## src/rtl/rv32_io_pkg.sv

```systemverilog
// Shared definitions for the RV32 IO peripheral's pushbutton front end.
//   PB_COUNT            : number of board pushbuttons
//   PB_DEBOUNCE_DEFAULT : stable-sample count before a level change is accepted
//                         (10 ms at 50 MHz)
//   PB_ACTIVE_LOW       : 1 when a pressed button pulls its pin low
//   pb_state_e          : per-button debounce FSM state
package rv32_io_pkg;

    localparam int PB_COUNT            = 4;
    localparam int PB_DEBOUNCE_DEFAULT = 500000;
    localparam int PB_ACTIVE_LOW       = 1;

    typedef enum logic {
        PB_IDLE     = 1'b0,
        PB_COUNTING = 1'b1
    } pb_state_e;

endpackage : rv32_io_pkg

```

## src/rtl/pb_debounce_if.sv

```systemverilog
// Signal bundle between the board pushbutton pins / IO block and the debouncer.
//   pb_raw     : asynchronous raw button pins
//   sticky_clr : per-bit clear of pb_sticky
//   pb_level   : debounced level, 1 = pressed
//   pb_press   : one-cycle pulse on an accepted press
//   pb_release : one-cycle pulse on an accepted release
//   pb_sticky  : set by a press, held until cleared
// master = pins/IO side, slave = debouncer.
interface pb_debounce_if
    import rv32_io_pkg::*;
#(
    parameter int N_BUTTONS = PB_COUNT
);

    logic [N_BUTTONS-1:0] pb_raw;
    logic [N_BUTTONS-1:0] sticky_clr;
    logic [N_BUTTONS-1:0] pb_level;
    logic [N_BUTTONS-1:0] pb_press;
    logic [N_BUTTONS-1:0] pb_release;
    logic [N_BUTTONS-1:0] pb_sticky;

    modport master (
        output pb_raw,
        output sticky_clr,
        input  pb_level,
        input  pb_press,
        input  pb_release,
        input  pb_sticky
    );

    modport slave (
        input  pb_raw,
        input  sticky_clr,
        output pb_level,
        output pb_press,
        output pb_release,
        output pb_sticky
    );

endinterface : pb_debounce_if

```

## src/rtl/pb_debounce_cell.sv

```systemverilog
// One pushbutton: 2-flop synchroniser, polarity normalisation, debounce FSM
// with stability counter, registered press/release pulses and a sticky flag.
//   clk, reset  : system clock, synchronous active-high reset
//   pb_raw      : asynchronous raw pin
//   sticky_clr  : clears pb_sticky on the next edge (a same-edge press wins)
//   pb_level    : debounced level, 1 = pressed
//   pb_press    : high for the first cycle pb_level shows 1
//   pb_release  : high for the first cycle pb_level shows 0
//   pb_sticky   : set with pb_press, held until sticky_clr
module pb_debounce_cell
    import rv32_io_pkg::*;
#(
    parameter int DEBOUNCE_CYCLES = PB_DEBOUNCE_DEFAULT,
    parameter int ACTIVE_LOW      = PB_ACTIVE_LOW
) (
    input  logic clk,
    input  logic reset,
    input  logic pb_raw,
    input  logic sticky_clr,
    output logic pb_level,
    output logic pb_press,
    output logic pb_release,
    output logic pb_sticky
);

    // Counter only reaches DEBOUNCE_CYCLES-1, so this width never wraps.
    localparam int CNT_W = $clog2(DEBOUNCE_CYCLES + 1);
    localparam logic [CNT_W-1:0] CNT_ZERO = {CNT_W{1'b0}};
    localparam logic [CNT_W-1:0] CNT_ONE  = CNT_W'(1);
    localparam logic [CNT_W-1:0] CNT_LAST = CNT_W'(DEBOUNCE_CYCLES - 1);
    // Pin level of a released button; the synchroniser resets to it so
    // leaving reset never looks like an edge.
    localparam logic INACTIVE_LVL = (ACTIVE_LOW != 0) ? 1'b1 : 1'b0;

    logic             sync1_r;
    logic             sync2_r;
    pb_state_e        state_r;
    logic [CNT_W-1:0] cnt_r;

    logic act_s;
    logic differ_s;
    logic accept_s;

    // Normalised pressed level and acceptance decision for this edge.
    always_comb begin
        act_s    = sync2_r ^ INACTIVE_LVL;
        differ_s = (act_s != pb_level);
        accept_s = 1'b0;
        case (state_r)
            PB_IDLE: begin
                // A one-sample debounce accepts on the first differing sample.
                if (differ_s && (DEBOUNCE_CYCLES == 1)) begin
                    accept_s = 1'b1;
                end else begin
                    accept_s = 1'b0;
                end
            end
            PB_COUNTING: begin
                if (differ_s && (cnt_r == CNT_LAST)) begin
                    accept_s = 1'b1;
                end else begin
                    accept_s = 1'b0;
                end
            end
            default: begin
                accept_s = 1'b0;
            end
        endcase
    end

    // Synchroniser, debounce FSM, counter and registered outputs.
    always_ff @(posedge clk) begin
        if (reset) begin
            sync1_r    <= INACTIVE_LVL;
            sync2_r    <= INACTIVE_LVL;
            state_r    <= PB_IDLE;
            cnt_r      <= CNT_ZERO;
            pb_level   <= 1'b0;
            pb_press   <= 1'b0;
            pb_release <= 1'b0;
            pb_sticky  <= 1'b0;
        end else begin
            sync1_r <= pb_raw;
            sync2_r <= sync1_r;

            if (accept_s) begin
                pb_level   <= act_s;
                pb_press   <= act_s;
                pb_release <= ~act_s;
                cnt_r      <= CNT_ZERO;
                state_r    <= PB_IDLE;
            end else begin
                pb_press   <= 1'b0;
                pb_release <= 1'b0;
                case (state_r)
                    PB_IDLE: begin
                        if (differ_s) begin
                            state_r <= PB_COUNTING;
                            cnt_r   <= CNT_ONE;
                        end else begin
                            cnt_r   <= CNT_ZERO;
                        end
                    end
                    PB_COUNTING: begin
                        if (differ_s) begin
                            cnt_r   <= cnt_r + CNT_ONE;
                        end else begin
                            // Input fell back before it was stable long enough.
                            state_r <= PB_IDLE;
                            cnt_r   <= CNT_ZERO;
                        end
                    end
                    default: begin
                        state_r <= PB_IDLE;
                        cnt_r   <= CNT_ZERO;
                    end
                endcase
            end

            // A press on the clearing edge takes priority so it is not lost.
            if (accept_s && act_s) begin
                pb_sticky <= 1'b1;
            end else if (sticky_clr) begin
                pb_sticky <= 1'b0;
            end else begin
                pb_sticky <= pb_sticky;
            end
        end
    end

endmodule : pb_debounce_cell

```

## src/rtl/pb_debounce.sv

```systemverilog
// Pushbutton conditioner between the board pins and the RV32 IO block: one
// independent debounce cell per button.
//   clk, reset : system clock, synchronous active-high reset
//   bus        : pb_debounce_if slave (pb_raw, sticky_clr in; pb_level,
//                pb_press, pb_release, pb_sticky out)
module pb_debounce
    import rv32_io_pkg::*;
#(
    parameter int N_BUTTONS       = PB_COUNT,
    parameter int DEBOUNCE_CYCLES = PB_DEBOUNCE_DEFAULT,
    parameter int ACTIVE_LOW      = PB_ACTIVE_LOW
) (
    input logic          clk,
    input logic          reset,
    pb_debounce_if.slave bus
);

    if (DEBOUNCE_CYCLES < 1) begin : g_bad_debounce
        $error("pb_debounce: DEBOUNCE_CYCLES must be >= 1");
    end

    logic [N_BUTTONS-1:0] level_s;
    logic [N_BUTTONS-1:0] press_s;
    logic [N_BUTTONS-1:0] release_s;
    logic [N_BUTTONS-1:0] sticky_s;

    for (genvar g = 0; g < N_BUTTONS; g++) begin : g_cell
        pb_debounce_cell #(
            .DEBOUNCE_CYCLES (DEBOUNCE_CYCLES),
            .ACTIVE_LOW      (ACTIVE_LOW)
        ) u_cell (
            .clk        (clk),
            .reset      (reset),
            .pb_raw     (bus.pb_raw[g]),
            .sticky_clr (bus.sticky_clr[g]),
            .pb_level   (level_s[g]),
            .pb_press   (press_s[g]),
            .pb_release (release_s[g]),
            .pb_sticky  (sticky_s[g])
        );
    end

    assign bus.pb_level   = level_s;
    assign bus.pb_press   = press_s;
    assign bus.pb_release = release_s;
    assign bus.pb_sticky  = sticky_s;

endmodule : pb_debounce

```

## src/flat_wrapper.sv

```systemverilog
// flat-port wrapper written by rule: the top's interface ports become plain ports
module pb_debounce_flat import rv32_io_pkg::*;
#(
    parameter int N_BUTTONS       = PB_COUNT,
    parameter int DEBOUNCE_CYCLES = PB_DEBOUNCE_DEFAULT,
    parameter int ACTIVE_LOW      = PB_ACTIVE_LOW
)
  (clk, reset, bus_pb_raw, bus_sticky_clr, bus_pb_level, bus_pb_press, bus_pb_release, bus_pb_sticky);
  pb_debounce_if #(.N_BUTTONS(N_BUTTONS)) bus_i ();
  input logic clk;
  input logic reset;
  input wire logic [$bits(bus_i.pb_raw)-1:0] bus_pb_raw;
  input wire logic [$bits(bus_i.sticky_clr)-1:0] bus_sticky_clr;
  output wire logic [$bits(bus_i.pb_level)-1:0] bus_pb_level;
  output wire logic [$bits(bus_i.pb_press)-1:0] bus_pb_press;
  output wire logic [$bits(bus_i.pb_release)-1:0] bus_pb_release;
  output wire logic [$bits(bus_i.pb_sticky)-1:0] bus_pb_sticky;
  assign bus_i.pb_raw = bus_pb_raw;
  assign bus_i.sticky_clr = bus_sticky_clr;
  assign bus_pb_level = bus_i.pb_level;
  assign bus_pb_press = bus_i.pb_press;
  assign bus_pb_release = bus_i.pb_release;
  assign bus_pb_sticky = bus_i.pb_sticky;
  pb_debounce #(.N_BUTTONS(N_BUTTONS), .DEBOUNCE_CYCLES(DEBOUNCE_CYCLES), .ACTIVE_LOW(ACTIVE_LOW)) u_core (.clk(clk), .reset(reset), .bus(bus_i));
endmodule
```

## config.mk

```make
export PLATFORM = sky130hd
export DESIGN_NAME = pb_debounce_flat
export DESIGN_NICKNAME = d
export VERILOG_FILES = /design/src/rtl/rv32_io_pkg.sv /design/src/rtl/pb_debounce_if.sv /design/src/rtl/pb_debounce_cell.sv /design/src/rtl/pb_debounce.sv /design/src/flat_wrapper.sv
export SDC_FILE = /design/constraint.sdc
export NUM_CORES = 1
export LEC_CHECK = 0
export ABC_AREA = 0
export BUFFER_PORTS_ARGS = -buffer_cell sky130_fd_sc_hd__buf_2
export CORE_ASPECT_RATIO = 2
export CORE_UTILIZATION = 62
export CTS_BUF_LIST = sky130_fd_sc_hd__clkbuf_8
export CTS_CLUSTER_DIAMETER = 100
export DETAILED_ROUTE_END_ITERATION = 12
export PLACE_DENSITY = 0.81
export REMOVE_ABC_BUFFERS = 1
export SLEW_MARGIN = 0
export SYNTH_ARGS = -nofsm -noshare
export SYNTH_HDL_FRONTEND = slang
export SYNTH_SLANG_ARGS = --single-unit
export TNS_END_PERCENT = 1
```

## constraint.sdc

```tcl
create_clock -name clk -period 3.95 [get_ports clk]
set_clock_uncertainty 0.1 [all_clocks]
set_input_delay 0.79 -clock clk [delete_from_list [all_inputs] [get_ports clk]]
set_output_delay 0.79 -clock clk [all_outputs]
set_load 0.01 [all_outputs]
```

### After elaboration in Yosys (flattened, before gate mapping)

Index checks and enable logic that the tools add are counted.

* bits of input ports: 10
* register bits: 104
* logic and storage cells: 108

* multiplexer cells: 32
* bitwise operators: 12
* add/subtract/negate cells: 4
* equality and inequality tests: 8
* reduce and logical (&&, ||, !) cells: 20

Operator list (count)
* $pmux W19 S2: 4
* $add A19 B1 Y19 const B: 4
* $eq A19 B19 Y1 const B: 4
* $mux W19: 4
* $mux W1: 20
* $reduce_or A2 Y1: 8
* $not A1 Y1: 12
* $logic_and A1 B1 Y1: 8
* $pmux W1 S2: 4
* $reduce_bool A2 Y1: 4
* $ne A1 B1 Y1: 4

### Depth between registers and ports, before layout

* word-level depth: 7
* mapped depth: 8

### Hierarchy

Synthesis repeated with hierarchy kept, for this count alone.

* cell total of the unflattened synthesis: 508
* area, all modules: 4674.5 µm²

By module, submodules not included
* pb_debounce_cell (u_core.g_cell[0].u_cell ...): cells an instance 127, area each 1176.1 µm², instances 3, seq. area each 520.5 µm²
* pb_debounce_cell (u_core.g_cell[3].u_cell): cells an instance 127, area each 1146.1 µm², instances 1, seq. area each 520.5 µm²

### Worst setup path after synthesis

OpenSTA, ideal clock, no wires.

* path kind: register to register
* start: reg u_core.g_cell[2].u_cell.cnt_r[0]
* end: reg u_core.g_cell[2].u_cell.cnt_r[16]
* data required time: 3.777 ns
* library setup time: 0.073 ns
* clock period less this slack: 1.936 ns
* arrival: 1.762 ns
* path slack: 2.014 ns
* cell stages (with the launch flop): 6
* path through: dfxtp_1 > ha_1 > nand4_4 > or4_4 > or3_1 > a21oi_1

* cells in the longest elaborated chain, start to end: 5
* elaborated cells between the ends (all ways): 8

RTL lines
* from (decl): RTL line pb_debounce_cell.sv:38 `logic [CNT_W-1:0] cnt_r;`
* from (signal assigned): RTL line pb_debounce_cell.sv:106 `cnt_r <= cnt_r + CNT_ONE;`
* parallel branches: the longest is 5 deep, another holds $add A19 B1 Y19

Parallel ways; which one is timed is not known.
A chain may end at the register's enable or synchronous reset.

### Worst setup path in the final report

* start: reg u_core.g_cell[1].u_cell.cnt_r[0]
* end: reg u_core.g_cell[1].u_cell.cnt_r[11]

* cells in the longest elaborated chain, start to end: 5
* elaborated cells between the ends (all ways): 8

RTL lines (RTL line)
* from (decl): pb_debounce_cell.sv:38
* from (signal assigned): pb_debounce_cell.sv:106
* parallel branches: the longest is 5 deep, another holds $add A19 B1 Y19

Parallel ways; which one is timed is not known.

==> summary by stage <==
Outcome
The flow ran to the end, and the final reports show no timing, DRC or antenna violations.

Synth
The flop and latch count out of synthesis is 104. The mean area per synthesized cell is 8.97 µm². The share of the synthesized area in compound gates (AO/OA/AOI/OAI) is 0.0782. Of all cell types, the one taking the most synthesized area is sky130_fd_sc_hd__dfxtp_1. Of the total synthesized cell area, the portion taken by XOR and XNOR cells is 0.108. Sorting the synthesized cells by area gives the leading types as sky130_fd_sc_hd__dfxtp_1, sky130_fd_sc_hd__xnor2_1, sky130_fd_sc_hd__nor2_1, sky130_fd_sc_hd__xor2_1, sky130_fd_sc_hd__nand4_1. The most common cell in the synthesized netlist is sky130_fd_sc_hd__dfxtp_1. The fraction of the yosys area taken by sequential cells is 0.460.

Counting flops with an async set or reset pin after synthesis yields a share of 0. By area, the combinational part of the netlist is dominated by simple AND/OR/NAND/NOR gates. The gate count after technology mapping is 505. The share of the synthesized area in the top cell type is 0.460. Of the post-synthesis cell area, the part taken by muxes is 0. Of the total synthesized cell area, the portion taken by full adders, half adders and majority gates is 0.0110. The post-synthesis share of cell area spent on and, or, nand and nor gates is 0.286. The commonest cells after synthesis are sky130_fd_sc_hd__dfxtp_1, sky130_fd_sc_hd__nor2_1, sky130_fd_sc_hd__xnor2_1, sky130_fd_sc_hd__nand2_1, sky130_fd_sc_hd__nand3_1. The number of distinct library cells after synthesis is 50.

The synthesized design contains 0 enable-type register cells. Summing every instance area after synthesis gives 4530 µm². The most common flop cell mapped by yosys is sky130_fd_sc_hd__dfxtp_1.

The number of warnings printed during yosys synthesis is 0.

Cells and area
Of the cells placed in the final design, the portion with a size suffix greater than 1 is 0.126. The number of antenna repair diodes is 0. The number of nets at the end of the flow is 525. For this run, the number of standard cells in the final layout without fillers is 606. The area of the multi-input gates is 2190 µm². Once layout is done, the placed cells without fillers occupy 4790 µm². The sequential cells in the finished layout cover a total of 2080 µm². After filler insertion, the fill cell instance count of the layout stands at 569. At the end of the flow the core is filled with cells to 0.685. The area growth from synthesis to layout is 5.75%.

Route
The detail route stage leaves a number of antenna-violating nets equal to 0. The detailed-route wire length is 8.68 mm. In the final routed layout, each cell accounts on average for 14.3 µm. The DRC violations left is 0. The first TritonRoute pass finished after 4 iterations. After detailed routing, the number of vias per cell comes to 5.74.

The via count of the routed design is 3481. The detailed router's first-iteration violation count is 207.

Clock tree
The CTS tree is built. After clock tree synthesis, the clock-pin slew on the worst setup and hold paths is 90 ps. The clock buffer count from CTS is 9. The number of hold buffers added after cts is 0. The H-tree was split into 3 levels.

The source-to-sink clock delay at the later pin of the worst-skew pair is 370 ps. The number of clock sinks is 104. The clock passes through at most 2 buffers.

The post-cts repair resize count is 0. Buffers added to address setup during post-CTS repair amount to 0. The cell chosen for the clock root is sky130_fd_sc_hd__clkbuf_8.

Place
Routability-driven placement finished with a final weighted congestion of 0.835. Once placement completed, the tool counted placed cells totaling 590. The post-detailed-placement cell area is 4580 µm². The HPWL after detailed placement is 6.17 mm. Buffers placed on the I/O ports in this run total 25.

Timing
The count of endpoints failing setup in the final report is 0. In this run the tightest slew margin relative to its limit is 0.471. For the finished layout, the period the worst path requires is 2250 ps. The actual transition at the worst max-transition pin is 793 ps. The final max-slew violation count is 0. Setup repair after global routing left no endpoint under its margin. The highest clock frequency the design can meet is 445 MHz.

Of the available clock period, the critical path in the final layout requires 0.569. The final setup TNS is 0 ps. The number of hold violations in the final report is 0.

Pwr
The part of the power in registers is 0.606. The standby leakage power is 1.50 nW. The total internal power is 1.37 mW. Across the VDD grid, the largest voltage drop is 0.000219 V. Of the total power, the share spent switching nets is 0.213. The part of the power in the clock network is 0.383. Summed over all nets, the switching power comes to 372 µW. The part of the total power dissipated in combinational logic is 0.011. The power per unit of standard cell area is 365 nW/µm². The final total power is 1.75 mW.

Worst setup path
The biggest cell delay along the critical path is 720 ps. The cell type of the slowest stage on the worst timing path is sky130_fd_sc_hd__o211ai_2. At the worst endpoint, the arrival time is 2380 ps.

The required time at the endpoint of the critical path is 4080 ps. The signal on the critical path passes through ha_1, and4_1, nand4_1, o211ai_2, nor2_1. STA classifies the critical path startpoint as a register. By startpoint and endpoint, the worst setup path is classified as register to register.

In this run the worst path has a maximum fanout of 18. The category of the worst setup path capture point is a register.

Floorplan
The chip width is 62.4 µm. The floorplan step defined a die boundary enclosing 7670 µm². The die outline height is 123 µm. The starting density of the core is 0.648. In this run the core area contains 43 standard-cell rows. The area of the core region is 6990 µm². In this run the count of I/O pins placed on the die edge is 26.

Global route
The number of global-route vias before repair was 3284. The largest net degree at the start of global routing is 27. Summed over all layers, the global routing overflow is 0.

The initial antenna violation count is 0. The wire length of the first global-routing pass is 14.4 mm. The global-route total usage across every layer is 0.239.

Min path
The tightest min-delay check is of the register to register type.

Run
Across the run, the number of max-cap violations was 0.
-- logic make-up after synthesis --
logic type,Yosys count
and+or+nand+nor,236
DFF,104
xor gates and xnor gates,56
AOI/OAI and AO/OA,55
buffers and inverters,50
adders and majority gates,4
-- power groups by stage --
stage | sequential (mW) | combinational [mW] | clock [mW]
6_report | 1.06 | 0.0191 | 0.669
5_1_grt | 1.06 | 0.0211 | 0.727
4_1_cts | 1.06 | 0.0191 | 0.683
3_5_place_dp | 1.08 | 0.0190 | 0
3_3_place_gp | 1.08 | 0.0182 | 0
2_1_floorplan | 1.08 | 0.00972 | 0
-- state kept, by name (all words and copies together) (netlist names) --
register,flops
u_core.g_cell.u_cell.pb_sticky,4
u_core.g_cell.u_cell.pb_level,4
u_core.g_cell.u_cell.pb_release,4
u_core.g_cell.u_cell.pb_press,4
u_core.g_cell.u_cell.sync1_r,4
u_core.g_cell.u_cell.cnt_r,76
u_core.g_cell.u_cell.state_r,4
u_core.g_cell.u_cell.sync2_r,4
-- final timing paths --
check        cells past startpoint                                end  slack, ps                        startpoint
max reg2reg                      5  u_core.g_cell[1].u_cell.cnt_r[11]       1700  u_core.g_cell[1].u_cell.cnt_r[0]
min reg2reg                      1    u_core.g_cell[1].u_cell.sync2_r        320   u_core.g_cell[1].u_cell.sync1_r
max                              5  u_core.g_cell[1].u_cell.cnt_r[11]       1700  u_core.g_cell[1].u_cell.cnt_r[0]
min                              1    u_core.g_cell[1].u_cell.sync2_r        320   u_core.g_cell[1].u_cell.sync1_r
-- per-stage QoR --
step,hold slack (ps),worst slack [ps]
after floorplan,289,2010
after global placement,295,1650
after detailed placement,293,1590
after CTS,316,1680
after global routing,328,1450
final,317,1700
-- worst max-delay path: cells and delay by family (launching register included) --
family	cells	cell delay (ps)
compound gates	1	720
fa+ha+maj	1	240
simple gates	3	660
flops	1	390
-- routing by layer --
layer,vias up,wire length (µm),track usage
li1,1774,-,-
met1,1628,3540,0.259
met2,60,4700,0.440
met3,19,223,0.0455
met4,0,220,0.110
met5,-,0,0
-- layout make-up --
cell class                      instances  area share
Multi-Input combinational cell        351       0.457
Clock buffer                           10      0.0287
Timing Repair Buffer                   25      0.0261
Sequential cell                       104       0.435
Tap cell                               90      0.0235
Clock inverter                          6      0.0144
Inverter                               20      0.0157
-- cell usage in the layout, fill, tap and decap left out, types with 3 or more instances in the layout --
| master | n |
|---|---|
| sky130_fd_sc_hd__nor4bb_1 | 6 |
| sky130_fd_sc_hd__buf_2 | 25 |
| sky130_fd_sc_hd__or2_2 | 10 |
| sky130_fd_sc_hd__a21oi_1 | 23 |
| sky130_fd_sc_hd__nor2_1 | 68 |
| sky130_fd_sc_hd__clkbuf_8 | 10 |
| sky130_fd_sc_hd__nor4_1 | 16 |
| sky130_fd_sc_hd__o31ai_1 | 5 |
| sky130_fd_sc_hd__nand3_1 | 24 |
| sky130_fd_sc_hd__or3_1 | 10 |
| sky130_fd_sc_hd__xnor2_1 | 37 |
| sky130_fd_sc_hd__xor2_1 | 19 |
| sky130_fd_sc_hd__inv_1 | 20 |
| sky130_fd_sc_hd__o21ai_0 | 11 |
| sky130_fd_sc_hd__and4_1 | 7 |
| sky130_fd_sc_hd__or4_1 | 6 |
| sky130_fd_sc_hd__nand4_1 | 22 |
| sky130_fd_sc_hd__dfxtp_1 | 104 |
| sky130_fd_sc_hd__and3_1 | 6 |
| sky130_fd_sc_hd__nand2_1 | 26 |
| sky130_fd_sc_hd__ha_1 | 4 |
| sky130_fd_sc_hd__clkinv_4 | 3 |
| sky130_fd_sc_hd__nor3_1 | 18 |
Note: power is estimated with default switching activity, not from simulation.
